==> src/rtl/rr_arbiter4_pkg.sv <==
// Shared arbiter definitions: FSM state encoding, requester count, round-robin search.
// Latency: n/a (types and a combinational helper only).
// Backpressure: n/a.
package rr_arbiter4_pkg;

  // Number of requesters sharing the slot
  localparam int ARB_NREQ = 4;

  // Arbiter FSM states (2-bit encoding)
  typedef enum logic [1:0] {
    ARB_IDLE    = 2'd0,
    ARB_GRANT   = 2'd1,
    ARB_RELEASE = 2'd2
  } arb_state_t;

  // Round-robin search result: found flag plus winning index
  typedef struct packed {
    logic       found;
    logic [1:0] idx;
  } rr_pick_t;

  // Returns the first set request searching ptr+1, ptr+2, ptr+3 and finally ptr
  // itself. The loop runs from the farthest candidate towards the nearest so the
  // nearest set request is the last one assigned and therefore wins.
  function automatic rr_pick_t rr_pick(input logic [3:0] req, input logic [1:0] ptr);
    rr_pick_t   res;
    logic [1:0] cand;
    res = '0;
    for (int i = ARB_NREQ; i >= 1; i--) begin
      cand = ptr + 2'(i);
      if (req[cand]) begin
        res.found = 1'b1;
        res.idx   = cand;
      end
    end
    return res;
  endfunction

endpackage

==> src/rtl/rr_arbiter4_decoder2to4.sv <==
// 2-to-4 one-hot decoder with enable; drives the resource-slot select lines.
// Latency: combinational.
// Backpressure: none; output is zero whenever en is low.
module decoder2to4 (
  input  logic [1:0] a,
  input  logic       en,
  output logic [3:0] y
);

  // One-hot decode of a, gated by en
  always_comb begin
    y = '0;
    if (en) begin
      y[a] = 1'b1;
    end
  end

endmodule

==> src/rtl/rr_arbiter4.sv <==
// Round-robin arbiter: 4 level requesters share one slot; grant locked until release.
// Latency: req sampled -> grant 1 cycle; release -> next grant >= 2 cycles (RELEASE + IDLE).
// Backpressure: en=0 blocks new grants and revokes the active one. Optional hold
// timeout (forced release + 1-cycle timeout pulse) is built when RR_ARB_TIMEOUT_EN is defined.
module rr_arbiter4
  import rr_arbiter4_pkg::*;
#(
  parameter int HOLD_MAX = 16,
  parameter int CNT_W    = 5
) (
  input  logic       clk,
  input  logic       rst_n,
  input  logic       en,
  input  logic [3:0] req,
  output logic [3:0] grant,
  output logic [1:0] grant_idx,
  output logic       grant_vld,
  output logic       timeout
);

  // The hold counter must be able to reach HOLD_MAX-1 without wrapping
  if ((2 ** CNT_W) <= HOLD_MAX) begin : g_cnt_w_check
    $error("rr_arbiter4: CNT_W too small for HOLD_MAX");
  end

  arb_state_t state_q, state_d;
  logic [1:0] idx_q, idx_d;
  logic       vld_q, vld_d;
  logic [1:0] ptr_q, ptr_d;
  logic       timeout_q, timeout_d;
  rr_pick_t   pick;

`ifdef RR_ARB_TIMEOUT_EN
  // Last cycle a grant may stay visible; a grant is therefore seen HOLD_MAX cycles
  localparam logic [CNT_W-1:0] HOLD_LAST = CNT_W'(HOLD_MAX - 1);
  logic [CNT_W-1:0] cnt_q, cnt_d;
`endif

  // Winner among the live requests, searching after the last owner
  assign pick = rr_pick(req, ptr_q);

  // Next-state, grant bookkeeping and timeout pulse
  always_comb begin
    state_d   = state_q;
    idx_d     = idx_q;
    vld_d     = vld_q;
    ptr_d     = ptr_q;
    timeout_d = 1'b0;
`ifdef RR_ARB_TIMEOUT_EN
    cnt_d     = cnt_q;
`endif
    case (state_q)
      ARB_IDLE: begin
        vld_d = 1'b0;
        // Only the request vector present at this edge is considered
        if (en && pick.found) begin
          idx_d   = pick.idx;
          ptr_d   = pick.idx;
          vld_d   = 1'b1;
          state_d = ARB_GRANT;
`ifdef RR_ARB_TIMEOUT_EN
          cnt_d   = '0;
`endif
        end
      end
      ARB_GRANT: begin
`ifdef RR_ARB_TIMEOUT_EN
        cnt_d = (cnt_q == {CNT_W{1'b1}}) ? cnt_q : cnt_q + CNT_W'(1);
`endif
        // Owner release or enable drop takes priority over the hold timeout
        if (!req[idx_q] || !en) begin
          vld_d   = 1'b0;
          state_d = ARB_RELEASE;
        end
`ifdef RR_ARB_TIMEOUT_EN
        else if (cnt_q == HOLD_LAST) begin
          vld_d     = 1'b0;
          timeout_d = 1'b1;
          state_d   = ARB_RELEASE;
        end
`endif
      end
      ARB_RELEASE: begin
        // One dead cycle so two grants never touch
        vld_d   = 1'b0;
        state_d = ARB_IDLE;
      end
      default: begin
        vld_d   = 1'b0;
        state_d = ARB_IDLE;
      end
    endcase
  end

  // State and grant registers; ptr resets to 3 so the first search starts at index 0
  always_ff @(posedge clk or negedge rst_n) begin
    if (!rst_n) begin
      state_q   <= ARB_IDLE;
      idx_q     <= 2'd0;
      vld_q     <= 1'b0;
      ptr_q     <= 2'd3;
      timeout_q <= 1'b0;
    end else begin
      state_q   <= state_d;
      idx_q     <= idx_d;
      vld_q     <= vld_d;
      ptr_q     <= ptr_d;
      timeout_q <= timeout_d;
    end
  end

`ifdef RR_ARB_TIMEOUT_EN
  // Hold counter: cycles the current grant has been visible, minus one
  always_ff @(posedge clk or negedge rst_n) begin
    if (!rst_n) begin
      cnt_q <= '0;
    end else begin
      cnt_q <= cnt_d;
    end
  end
`endif

  assign grant_idx = idx_q;
  assign grant_vld = vld_q;
  assign timeout   = timeout_q;

  // Slot select: one-hot of the registered winner, only while the grant is live
  decoder2to4 u_dec (
    .a  (idx_q),
    .en (vld_q),
    .y  (grant)
  );

endmodule
==> config.mk <==
export PLATFORM = sky130hd
export DESIGN_NAME = rr_arbiter4
export DESIGN_NICKNAME = d
export VERILOG_FILES = /design/src/rtl/rr_arbiter4_pkg.sv /design/src/rtl/rr_arbiter4_decoder2to4.sv /design/src/rtl/rr_arbiter4.sv
export SDC_FILE = /design/constraint.sdc
export NUM_CORES = 1
export LEC_CHECK = 0
export CAP_MARGIN = 30
export CORE_AREA = 4 4 41 43
export CTS_CLUSTER_SIZE = 40
export DETAILED_ROUTE_END_ITERATION = 6
export DIE_AREA = 0 0 45 47
export DONT_BUFFER_PORTS = 1
export RECOVER_POWER = 50
export SLEW_MARGIN = 20
export SYNTH_ARGS = -nofsm -noshare
export SYNTH_HDL_FRONTEND = slang
export SYNTH_SLANG_ARGS = --single-unit
==> constraint.sdc <==
create_clock -name clk -period 1.6 [get_ports clk]
set_clock_uncertainty 0.2 [all_clocks]
set_input_delay 0.4 -clock clk [delete_from_list [all_inputs] [get_ports clk]]
set_output_delay 0.4 -clock clk [all_outputs]
set_load 0.1 [all_outputs]
; Word level (Yosys, flattened, before mapping)
; Cells that the tools add are included.
[op_classes]
n_addsub = 3
multipliers = 0
div_mod_pow = 0
n_lt_le_gt_ge = 6
eq_ne = 3
n_shift = 0
mux = 23
n_bitwise = 0
reduce_logical = 8
[ops]
columns = op, count
row1 = 2-bit by 3-bit < comparator with 1-bit output (second input constant), 5
row2 = 3-bit two-way mux, 4
row3 = 1-bit binary-select mux with 2-bit select, 5
row4 = 1-bit two-way mux, 8
row5 = 2-bit adder (second input constant), 2
row6 = 2-bit two-way mux, 2
row7 = 4-bit two-way mux, 1
row8 = 2-bit inequality test (second input constant), 2
row9 = 2-bit case mux with 2 select lines, 1
row10 = 2-bit AND reduction, 2
row11 = 2-bit by 1-bit adder with 2-bit output (second input constant), 1
row12 = 1-bit demux with 2-bit select, 1
row13 = 2-bit by 1-bit equality test with 1-bit output (second input constant), 1
row14 = 2-bit by 1-bit greater-or-equal comparator with 1-bit output (second input constant), 1
row15 = 1-bit logical AND, 2
row16 = 1-bit logical NOT, 2
row17 = 2-bit logical NOT, 1
row18 = 1-bit case mux with 2 select lines, 1
row19 = 1-bit logical OR, 1
[totals]
reg_bits = 7
latch_bits = 0
mem_bits_rw = 0
romBits = 0
output_inout_bits = 8
word_cells = 47
n_memories = 0

; Logic depth before layout (Yosys ltp)
; Gate-level depths: netlist (run 1).
[logic_depth]
ltp_word = 9
mapped_depth = 5
mapped_depth_nobuf = 4

; Modules after synthesis
; Synthesis (run 1) repeated with hierarchy kept, for this count alone.
[unflattened]
hier_cells = 47
hier_area_um2 = 476.7
[modules_own_cells]
columns = module, instances, cells_per_inst, area_each_um2
row1 = rr_arbiter4, 1, 43, 439.2
row2 = decoder2to4, 1, 4, 37.5

; Least setup slack after synthesis (run 1)
; No wires, ideal clock.
[synth_timing]
path_kind = reg-to-output
startpoint = register vld_q (netlist: grant_vld)
endpoint = output grant[0]
t_arrival_ns = 3.259
required_time_ns = 1.000
path_slack_ns = -2.259
path_stages_with_launch = 2
path_buffers = 0
path_cell_list = dfrtp_1 -> nor3b_1
[synth_between]
elab_chain_len = 1
[synth_lines]
columns = item, line_no
row1 = start: declaration, rr_arbiter4.sv:28  ; logic vld_q, vld_d;
row2 = start signal: assignment, rr_arbiter4.sv:106  ; vld_q <= vld_d;
row3 = 4-bit two-way mux, rr_arbiter4_decoder2to4.sv:13  ; if (en) begin
row4 = end: declaration, rr_arbiter4.sv:15  ; output logic [3:0] grant,
; Every way passes these cells.

; Worst setup path in the final report (run 1)
[layout_timing]
startpoint = register idx_q[0] (netlist: grant_idx[0])
endpoint = output grant[0]
[layout_between]
elab_chain_len = 5
[layout_lines]
columns = item, line_no
row1 = start: declaration, rr_arbiter4.sv:27  ; logic [1:0] idx_q, idx_d;
row2 = start signal: assignment, rr_arbiter4.sv:105  ; idx_q <= idx_d;
row3 = 2-bit by 3-bit < comparator with 1-bit output (not written as such) / 2-bit by 1-bit greater-or-equal comparator with 1-bit output (equally long branches), rr_arbiter4_decoder2to4.sv:14  ; y[a] = 1'b1;
row4 = 1-bit logical AND (not written as such), rr_arbiter4_decoder2to4.sv:14
row5 = 1-bit two-way mux (not written as such), rr_arbiter4_decoder2to4.sv:14
row6 = 1-bit demux with 2-bit select *, n/a
row7 = 4-bit two-way mux *, rr_arbiter4_decoder2to4.sv:13
; Mark *: on every way between the ends. The rest lies on a longest branch, timed or not.

==> results of run 1 <==
[where the power goes]
| group | switching [mW] | total [mW] | leakage, nW | internal [mW] |
|---|---|---|---|---|
| clock | 0.0751 | 0.171 | 0.0150 | 0.0958 |
| combinational | 0.665 | 1.20 | 0.245 | 0.539 |
| sequential | 0.116 | 0.401 | 0.0799 | 0.285 |
[final cells by class]
class / count / area share [%]
timing repair buffer: 16 / 25.5
tap: 15 / 2.29
multi-input combinational: 37 / 44.8
inverter: 3 / 1.38
sequential: 7 / 22.8
clock buffer: 4 / 3.21
[registers in the layout (all words and copies together) (netlist names)]
register / cells
grant_idx: 2
grant_vld: 1
ptr_q: 2
state_q: 2
[worst max path at each step]
| stage | endpoint | slack, ns | start |
|---|---|---|---|
| floorplan | grant[0] | -0.67 | grant_idx[0]$_DFFE_PN0P_ |
| global placement | grant_idx[1]$_DFFE_PN0P_ | 0.04 | state_q[1]$_DFFE_PN0P_ |
| detailed placement | grant_idx[1]$_DFFE_PN0P_ | 0.02 | state_q[1]$_DFFE_PN0P_ |
| CTS | grant[0] | -0.21 | grant_idx[0]$_DFFE_PN0P_ |
| global route | grant[0] | -0.26 | grant_idx[0]$_DFFE_PN0P_ |
| finish | grant[0] | -0.22 | grant_idx[0]$_DFFE_PN0P_ |
[repair_timing]
item	4_1_cts	5_1_grt
pin swaps	3	3
setup buffers	3	1
hold buffers	1	0
setup endpoints to repair	6	12
hold endpoints to repair	7	0
resized for setup	6	13
[per-stage QoR]
stage	setup slack [ns]	hold slack, ns	power (mW)	std cells	TNS (ns)
6_report	-0.217	0.0619	1.78	82	-1.03
5_1_grt	-0.259	0.0569	1.86	82	-1.33
4_1_cts	-0.210	0.0521	1.62	81	-0.998
3_5_place_dp	0.0156	-0.0954	1.32	73	0
3_3_place_gp	0.0434	-0.0954	1.31	73	0
2_1_floorplan	-0.671	-0.0956	1.13	50	-1.82
[critical path: cells and delay by family (launching register included)]
family | cells | cell delay (ns)
flip-flops | 1 | 0.52
AND/OR/NAND/NOR | 1 | 0.23
buffers and inverters | 1 | 0.20
[per-layer routing]
| layer | up-vias | routed length, um | track usage [%] |
|---|---|---|---|
| li1 | 213 | - | - |
| met1 | 210 | 499 | 16.2 |
| met2 | 15 | 660 | 18.9 |
| met3 | 5 | 49 | 2.30 |
| met4 | 0 | 36 | 8.77 |
| met5 | - | 0 | 0 |
[cell families after synthesis]
| family | Yosys count |
|---|---|
| mux | 3 |
| flops | 7 |
| compound gates | 13 |
| buf+inv | 6 |
| other cells | 1 |
| simple gates | 20 |
[Yosys cell counts, drive strengths merged]
cell	number
nor3	1
o21a	2
inv	3
a22o	1
conb	1
clkbuf	2
buf	1
nor2	6
a21oi	1
dfstp	2
a311oi	1
or3	1
a2bb2oi	1
and3	1
a2111oi	1
nor4	1
o32a	1
mux2i	3
and3b	1
a211oi	1
o22ai	1
nand2b	5
nand2	3
nor3b	1
o211ai	1
a21o	2
dfrtp	5
==> run summary, run 1 <==
outcome - finished with violations
failing checks - setup timing
post-synth top area share - 25.9%
Post-Syn Nets - 57
Hold EP - state_q[1]$_DFFE_PN0P_
initial antenna violation count - 0
worst-path fanout max - 6
layout cells sized above 1 - 59.7%
Cell Chain, Critical Path - nor3b_4 -> buf_12
R2R cell count - 7
most frequent cells in the layout - 6 x buf_12, 6 x buf_4, 5 x nor2_1
Hold Path Class - in -> reg
Cell Area, Placed - 657 um2
port buffer count - 0
row count - 13
CP required - 1.00 ns
dpl hpwl - 808 um
Arr. time, crit path - 1.22 ns
Skew-Pair Late Insertion Delay - 0.26 ns
mux contribution to synthesized area - 6.22%
largest family of logic cells by synthesized area - simple AND/OR/NAND/NOR gates
adder-cell share of the synthesized area - 0%
area delta synth->final - 69.4%
largest net degree at the start of global routing - 8
Hold Crit Depth - 1
Die Ht - 47 um
CTS tree - built
Tcrit/Tclk final - 114%
Clock Path Buffers - 2
top cell type by total area after synthesis - dfrtp_1
Final Hold Vio Count - 0
CP Capture Type - output pin
Final min period - 1.82 ns
Crit Path Category - reg -> out
setup violators final - 7
LEAKAGE - 0.339 nW
final net count - 75
multi-input logic area - 367 um2
Max Freq - 0.550 GHz
Reg2Reg Setup Slack - -0.01 ns
RR Startpoint - grant_idx[1]$_DFFE_PN0P_
CTS root buffer - clkbuf_4
Synth Area in Simple Gates - 25.6%
Sequential Area - 186 um2
gr usage total - 12.5%
peak per-stage delay on the critical path - 0.52 ns
area of the die - 2120 um2
Pins Over Slew Limit - 0
# DRC - 0
Gate Count Post-Synth - 50
vias per cell - 5.40
total gr overflow - 0
Ant. Diodes - 0
design area - 818 um2
Vias - 443
synth unique cells - 28
Worst Hold Launch - en
Post-Route WL - 1250 um
top cells by area, synth - dfrtp_1 26%, dfstp_2 11%, mux2i_1 6.2%
Synth Area in XOR/XNOR - 0%
max cap viols - 0
power per cell area - 2170 nW/um2
routed length per instance - 15.2 um
Worst-path clk slew - 0.06 ns
routability cong. - 0.793
compound-gate portion of the synthesized area - 25.1%
final core occ - 62.9%
Synth Cell Area - 483 um2
sequential-to-total area share from yosys stat - 36.8%
drt initial violations - 4
TritonRoute pass-1 iters - 4
Clock Sinks - 7
H-tree Lvls - 1
Die W - 45 um
CP max stage cell - dfrtp_4
yosys warns - 0
Initial Util - 37.1%
total CTS buffers - 3
core footprint - 1300 um2
reg2reg end - grant_vld$_DFFE_PN0P_
Worst VDD drop - 1.47 mV
Final WS setup - -0.217 ns
RSZ-0062 raised after global routing - true
fill count - 99
CP Launch Type - register
vias in the first global route - 414
Routed Antenna Nets - 0
first-pass GRT wire length - 1830 um
flops & latches, synth - 7
io pins - 15
Mean Syn Cell Area - 9.66 um2
(Power assumes the default switching activity.)
==> run 2: changes to the inputs <==
- PLACE_DENSITY_LB_ADDON: not set -> 0.15
- SKIP_CTS_REPAIR_TIMING: not set -> 1
==> run 2 against run 1 <==
Compared with the run above: the run still ends with setup timing left; global-route usage up 0.44 points; clock power down 5%; cell count down 2.4%; sequential cell count unchanged; maximum frequency about the same; highest routed layer unchanged.
==> run summary, run 2 (synthesis results as in run 1) <==
port buffer count - 0 (unchanged)
layout cells sized above 1 - 53.8% (-5.9 points)
Worst-path clk slew - 0.05 ns (about the same)
routability cong. - 0.827 (+4.4%)
Post-Route WL - 1210 um (-3.1%)
Skew-Pair Late Insertion Delay - 0.26 ns (about the same)
initial antenna violation count - 0 (unchanged)
Arr. time, crit path - 1.22 ns (about the same)
reg2reg end - grant_vld$_DFFE_PN0P_
Finished Layout Cells - 80 (-2.4%)
RSZ-0062 raised after global routing - true
Crit Path Category - reg -> out
largest net degree at the start of global routing - 8 (unchanged)
worst-path fanout max - 6 (unchanged)
worst setup path end - grant[1]
Worst VDD drop - 0.950 mV (-35%)
setup violators final - 6 (-1)
LEAKAGE - 0.315 nW (-7.3%)
power per cell area - 2160 nW/um2 (-0.46%)
Ant. Diodes - 0 (unchanged)
Max Freq - 0.550 GHz (about the same)
Final Total Pwr - 1.60 mW (-9.6%)
H-tree Lvls - 1 (unchanged)
final net count - 73 (-2.7%)
final setup TNS - -0.874 ns (+0.151 ns)
CP required - 1.00 ns (about the same)
Routed Antenna Nets - 0 (unchanged)
total CTS buffers - 3 (unchanged)
dpl hpwl - 946 um (+17%)
Vias - 443 (unchanged)
CTS root buffer - clkbuf_4
failing checks - setup timing
area delta synth->final - 53.9%
Tcrit/Tclk final - 114% (about the same)
Pins Over Slew Limit - 0 (unchanged)
CP Capture Type - output pin
Initial Util - 37.1% (unchanged)
CTS tree - built
routed length per instance - 15.1 um (-0.71%)
# DRC - 0 (unchanged)
total gr overflow - 0 (unchanged)
drt initial violations - 6 (+2)
core footprint - 1300 um2 (unchanged)
TritonRoute pass-1 iters - 3 (-1)
R2R cell count - 5 (-2)
Die Ht - 47 um (unchanged)
Die W - 45 um (unchanged)
commonest non-fill, non-tap cell in the layout - buf_4
CP startpoint - grant_idx[1]$_DFFE_PN0P_
Clock Sinks - 7 (unchanged)
most frequent cells in the layout - 7 x buf_4, 5 x nor2_1, 5 x buf_12
vias per cell - 5.54 (+2.5%)
row count - 13 (unchanged)
RR Startpoint - grant_idx[0]$_DFFE_PN0P_
Clock Path Buffers - 2 (unchanged)
placed insts - 72 (-1.4%)
area of the die - 2120 um2 (unchanged)
Final Hold Vio Count - 0 (unchanged)
max cap viols - 0 (unchanged)
CP Launch Type - register
outcome - finished with violations
Final min period - 1.82 ns (-0.000861 ns)
Reg2Reg Setup Slack - 0.02 ns (+0.03 ns)
Final WS setup - -0.217 ns (+0.000861 ns)
Hold Path Class - in -> reg
vias in the first global route - 440 (+6.3%)
io pins - 15 (unchanged)
gr usage total - 13.0% (+0.44 points)
fill count - 116 (+17%)
first-pass GRT wire length - 1900 um (+4.2%)
-- run 2: changes by cell type in the layout (fill, tap and decap cells not counted), sizes merged --
| cell | delta |
|---|---|
| buf | -2 |
-- run 2: worst min-delay path by stage --
stage	startpoint	endpoint	cells after the start
after floorplan	rst_n	grant_vld$_DFFE_PN0P_	0
after global placement	rst_n	grant_idx[0]$_DFFE_PN0P_	0
after detailed placement	rst_n	grant_idx[0]$_DFFE_PN0P_	0
after global routing	en	state_q[1]$_DFFE_PN0P_	1
final	en	state_q[1]$_DFFE_PN0P_	1
after CTS	rst_n	grant_vld$_DFFE_PN0P_	0
-- run 2: where the power goes --
group	internal [mW]	switching [mW]
sequential	0.285	0.116
clock	0.0952	0.0667
combinational	0.424	0.617
-- run 2: worst max-delay path, cell delays in order (launching register included) --
cell and delay [ns]:
dfrtp_4 0.51, and3b_2 0.28, buf_12 0.17
-- run 2: layout make-up --
cell class | instances | area [um2] | area share (%)
repair buffers | 14 | 174 | 23.4
flip-flops and latches | 7 | 186 | 25.1
clock buffers | 4 | 26.3 | 3.54
multi-input cells | 37 | 327 | 43.9
well taps | 15 | 18.8 | 2.53
inverters | 3 | 11.3 | 1.52
-- run 2: per-stage QoR --
step                hold slack (ns)  cell area, um2  worst slack [ns]  utilization [%]
detailed placement          -0.0953             649           0.00264             49.9
global route                 0.0553             743            -0.266             57.1
floorplan                   -0.0956             541            -0.671                -
global placement            -0.0954             649            0.0436             49.9
finish                       0.0692             743            -0.217             57.1
CTS                          -0.370             676            -0.239             51.9
-- run 2: metal layers --
layer | part of all wire (%) | vias to the layer above | wire length (um) | track usage (%)
met5 | 0 | - | 0 | 0
met2 | 52 | 18 | 633 | 21.8
met1 | 38 | 212 | 453 | 12.6
li1 | - | 209 | - | -
met4 | 1.6 | 0 | 19 | 6.43
met3 | 8.2 | 4 | 99 | 8.05
==> run 3: changes to the inputs <==
- SYNTH_HIERARCHICAL: not set -> 1
==> run 3 against run 2 <==
Compared with the run above: the flow still finishes with violations (setup timing); power down 5.5%; sequential share of layout area up 1.7 points; clock-buffer cell count stayed put; critical path depth is the same; clock power barely moved; design area is 5.2% lower; combinational power decreased by 7%; global-route usage is 0.080 points higher; utilization decreased by 3.0 points; maximum frequency is 0.51% higher; critical endpoint unchanged; largest power group unchanged.
==> run summary, run 3 <==
outcome - finished with violations
failing checks - setup timing
Final Hold Vio Count - 0 (unchanged)
Top delay family on crit path - flip-flops
Synth Cell Area - 477 um2 (-1.3%)
Clock Path Buffers - 2 (unchanged)
Post-Syn Nets - 54 (-5.3%)
port buffer count - 0 (unchanged)
vias per cell - 5.49 (-0.79%)
CP Launch Type - register
Post-synth top cells - 5 x dfrtp_1, 5 x nand2b_1, 4 x inv_1, 3 x mux2i_1
Hold Crit Depth - 1 (unchanged)
routability cong. - 0.835 (+0.93%)
TritonRoute pass-1 iters - 4 (+1)
Tcrit/Tclk final - 113% (-0.58 points)
routed length per instance - 15.4 um (+2.3%)
row count - 13 (unchanged)
Clock Sinks - 7 (unchanged)
area of the die - 2120 um2 (unchanged)
Final WS setup - -0.207 ns (+0.00925 ns)
Async SR Flop Fraction - 100% (unchanged)
Die W - 45 um (unchanged)
CP required - 1.00 ns (about the same)
Final Total Pwr - 1.52 mW (-5.5%)
RSZ-0062 raised after global routing - true
initial antenna violation count - 0 (unchanged)
flops & latches, synth - 7 (unchanged)
R2R cell count - 5 (unchanged)
sequential-to-total area share from yosys stat - 37.3% (+0.48 points)
Pins Over Slew Limit - 0 (unchanged)
io pins - 15 (unchanged)
Mean Syn Cell Area - 10.1 um2 (+5.0%)
Die Ht - 47 um (unchanged)
Post-Route WL - 1220 um (+1.0%)
total gr overflow - 0 (unchanged)
CTS tree - built
LEAKAGE - 0.306 nW (-2.7%)
Ant. Diodes - 0 (unchanged)
Reg2Reg Setup Slack - 0.02 ns (about the same)
final net count - 72 (-1.4%)
largest net degree at the start of global routing - 9 (+1)
Crit Path Category - reg -> out
post-synth top area share - 26.2% (+0.34 points)
Initial Util - 36.6% (-0.48 points)
placed insts - 71 (-1.4%)
Post-synth EDFFs - 0 (unchanged)
Arr. time, crit path - 1.21 ns (about the same)
CP bufs+invs - 1 (unchanged)
CP Capture Type - output pin
vias in the first global route - 424 (-3.6%)
setup violators final - 5 (-1)
design area - 704 um2 (-5.2%)
Worst-path clk slew - 0.06 ns (about the same)
area delta synth->final - 47.8%
CP startpoint - grant_idx[1]$_DFFE_PN0P_
Worst Hold Launch - en
gr usage total - 13.1% (+0.080 points)
Routed Antenna Nets - 0 (unchanged)
top cells by area, synth - dfrtp_1 26%, dfstp_2 11%, nand2b_1 6.6%
Finished Layout Cells - 79 (-1.3%)
layout cells sized above 1 - 46.9% (-7.0 points)
CP max stage cell - dfrtp_4
fill count - 122 (+5.2%)
core footprint - 1300 um2 (unchanged)
synth unique cells - 29 (+3.6%)
yosys warns - 6 (+6)
power per cell area - 2150 nW/um2 (-0.32%)
Cell Chain, Critical Path - and3b_2 -> buf_12
peak per-stage delay on the critical path - 0.51 ns (about the same)
total CTS buffers - 3 (unchanged)
# DRC - 0 (unchanged)
drt initial violations - 5 (-1)
Cell Area, Placed - 633 um2 (-2.5%)
final core occ - 54.1% (-3.0 points)
Max Freq - 0.553 GHz (+0.51%)
Vias - 434 (-2.0%)
commonest non-fill, non-tap cell in the layout - buf_4
first-pass GRT wire length - 1810 um (-5.1%)
H-tree Lvls - 1 (unchanged)
most frequent cells in the layout - 8 x buf_4, 5 x nand2b_1, 4 x inv_1, 4 x buf_12
RR Startpoint - grant_idx[1]$_DFFE_PN0P_
reg2reg end - grant_vld$_DFFE_PN0P_
top cell type by total area after synthesis - dfrtp_1
CTS root buffer - clkbuf_4
max cap viols - 0 (unchanged)
worst-path fanout max - 6 (unchanged)
dpl hpwl - 967 um (+2.3%)
Final min period - 1.81 ns (-0.00925 ns)
Worst VDD drop - 0.937 mV (-1.4%)
final setup TNS - -0.757 ns (+0.117 ns)
Hold Path Class - in -> reg
Gate Count Post-Synth - 47 (-6.0%)
Skew-Pair Late Insertion Delay - 0.25 ns (about the same)
Hold EP - state_q[1]$_DFFE_PN0P_
Synth Flop Type - dfrtp_1
## run 3: layout make-up
| cell class | count | area (um2) | share of cell area, % |
|---|---|---|---|
| clock buffer | 4 | 26.3 | 3.73 |
| multi-input combinational | 35 | 294 | 41.7 |
| timing repair buffer | 14 | 161 | 22.9 |
| inverter | 4 | 15.0 | 2.13 |
| tap | 15 | 18.8 | 2.66 |
| sequential | 7 | 189 | 26.8 |
## run 3: cell families (layout without fill, tap and decap cells)
group | count (synthesis) | after routing | share of synthesized area, %
DFF | 7 | 7 | 37.3
buffers and inverters | 5 | 22 | 4.72
other | 1 | 1 | 0.787
and+or+nand+nor | 17 | 17 | 24.1
AOI/OAI and AO/OA | 14 | 14 | 26.8
muxes | 3 | 3 | 6.30
## run 3: worst max path at each step
stage,to,cells past startpoint
2_1_floorplan,grant[0],1
3_3_place_gp,ptr_q[1]$_DFFE_PN1P_,5
3_5_place_dp,ptr_q[1]$_DFFE_PN1P_,4
4_1_cts,grant[1],2
5_1_grt,grant[1],2
6_report,grant[1],2
## run 3: power breakdown
| part | leakage, nW | internal (mW) | total (mW) | switching [mW] |
|---|---|---|---|---|
| sequential | 0.0798 | 0.288 | 0.390 | 0.102 |
| combinational | 0.212 | 0.368 | 0.965 | 0.597 |
| clock | 0.0150 | 0.0952 | 0.161 | 0.0656 |
## run 3: per-layer routing
metal / share of wire (%) / GRT usage [%] / wire, um / up-vias
met3: 10 / 5.36 / 122 / 4
met5: 0 / 0 / 0 / -
li1: - / - / - / 207
met4: 3.2 / 12.3 / 39 / 0
met1: 38 / 10.5 / 465 / 203
met2: 49 / 23.7 / 591 / 20
## run 3: per-stage QoR
stage	setup slack (ns)	hold slack, ns
after CTS	-0.252	-0.371
after global placement	0.00984	-0.0954
after global routing	-0.237	0.0389
after detailed placement	-0.0317	-0.0954
after floorplan	-0.527	-0.0956
final	-0.207	0.0569
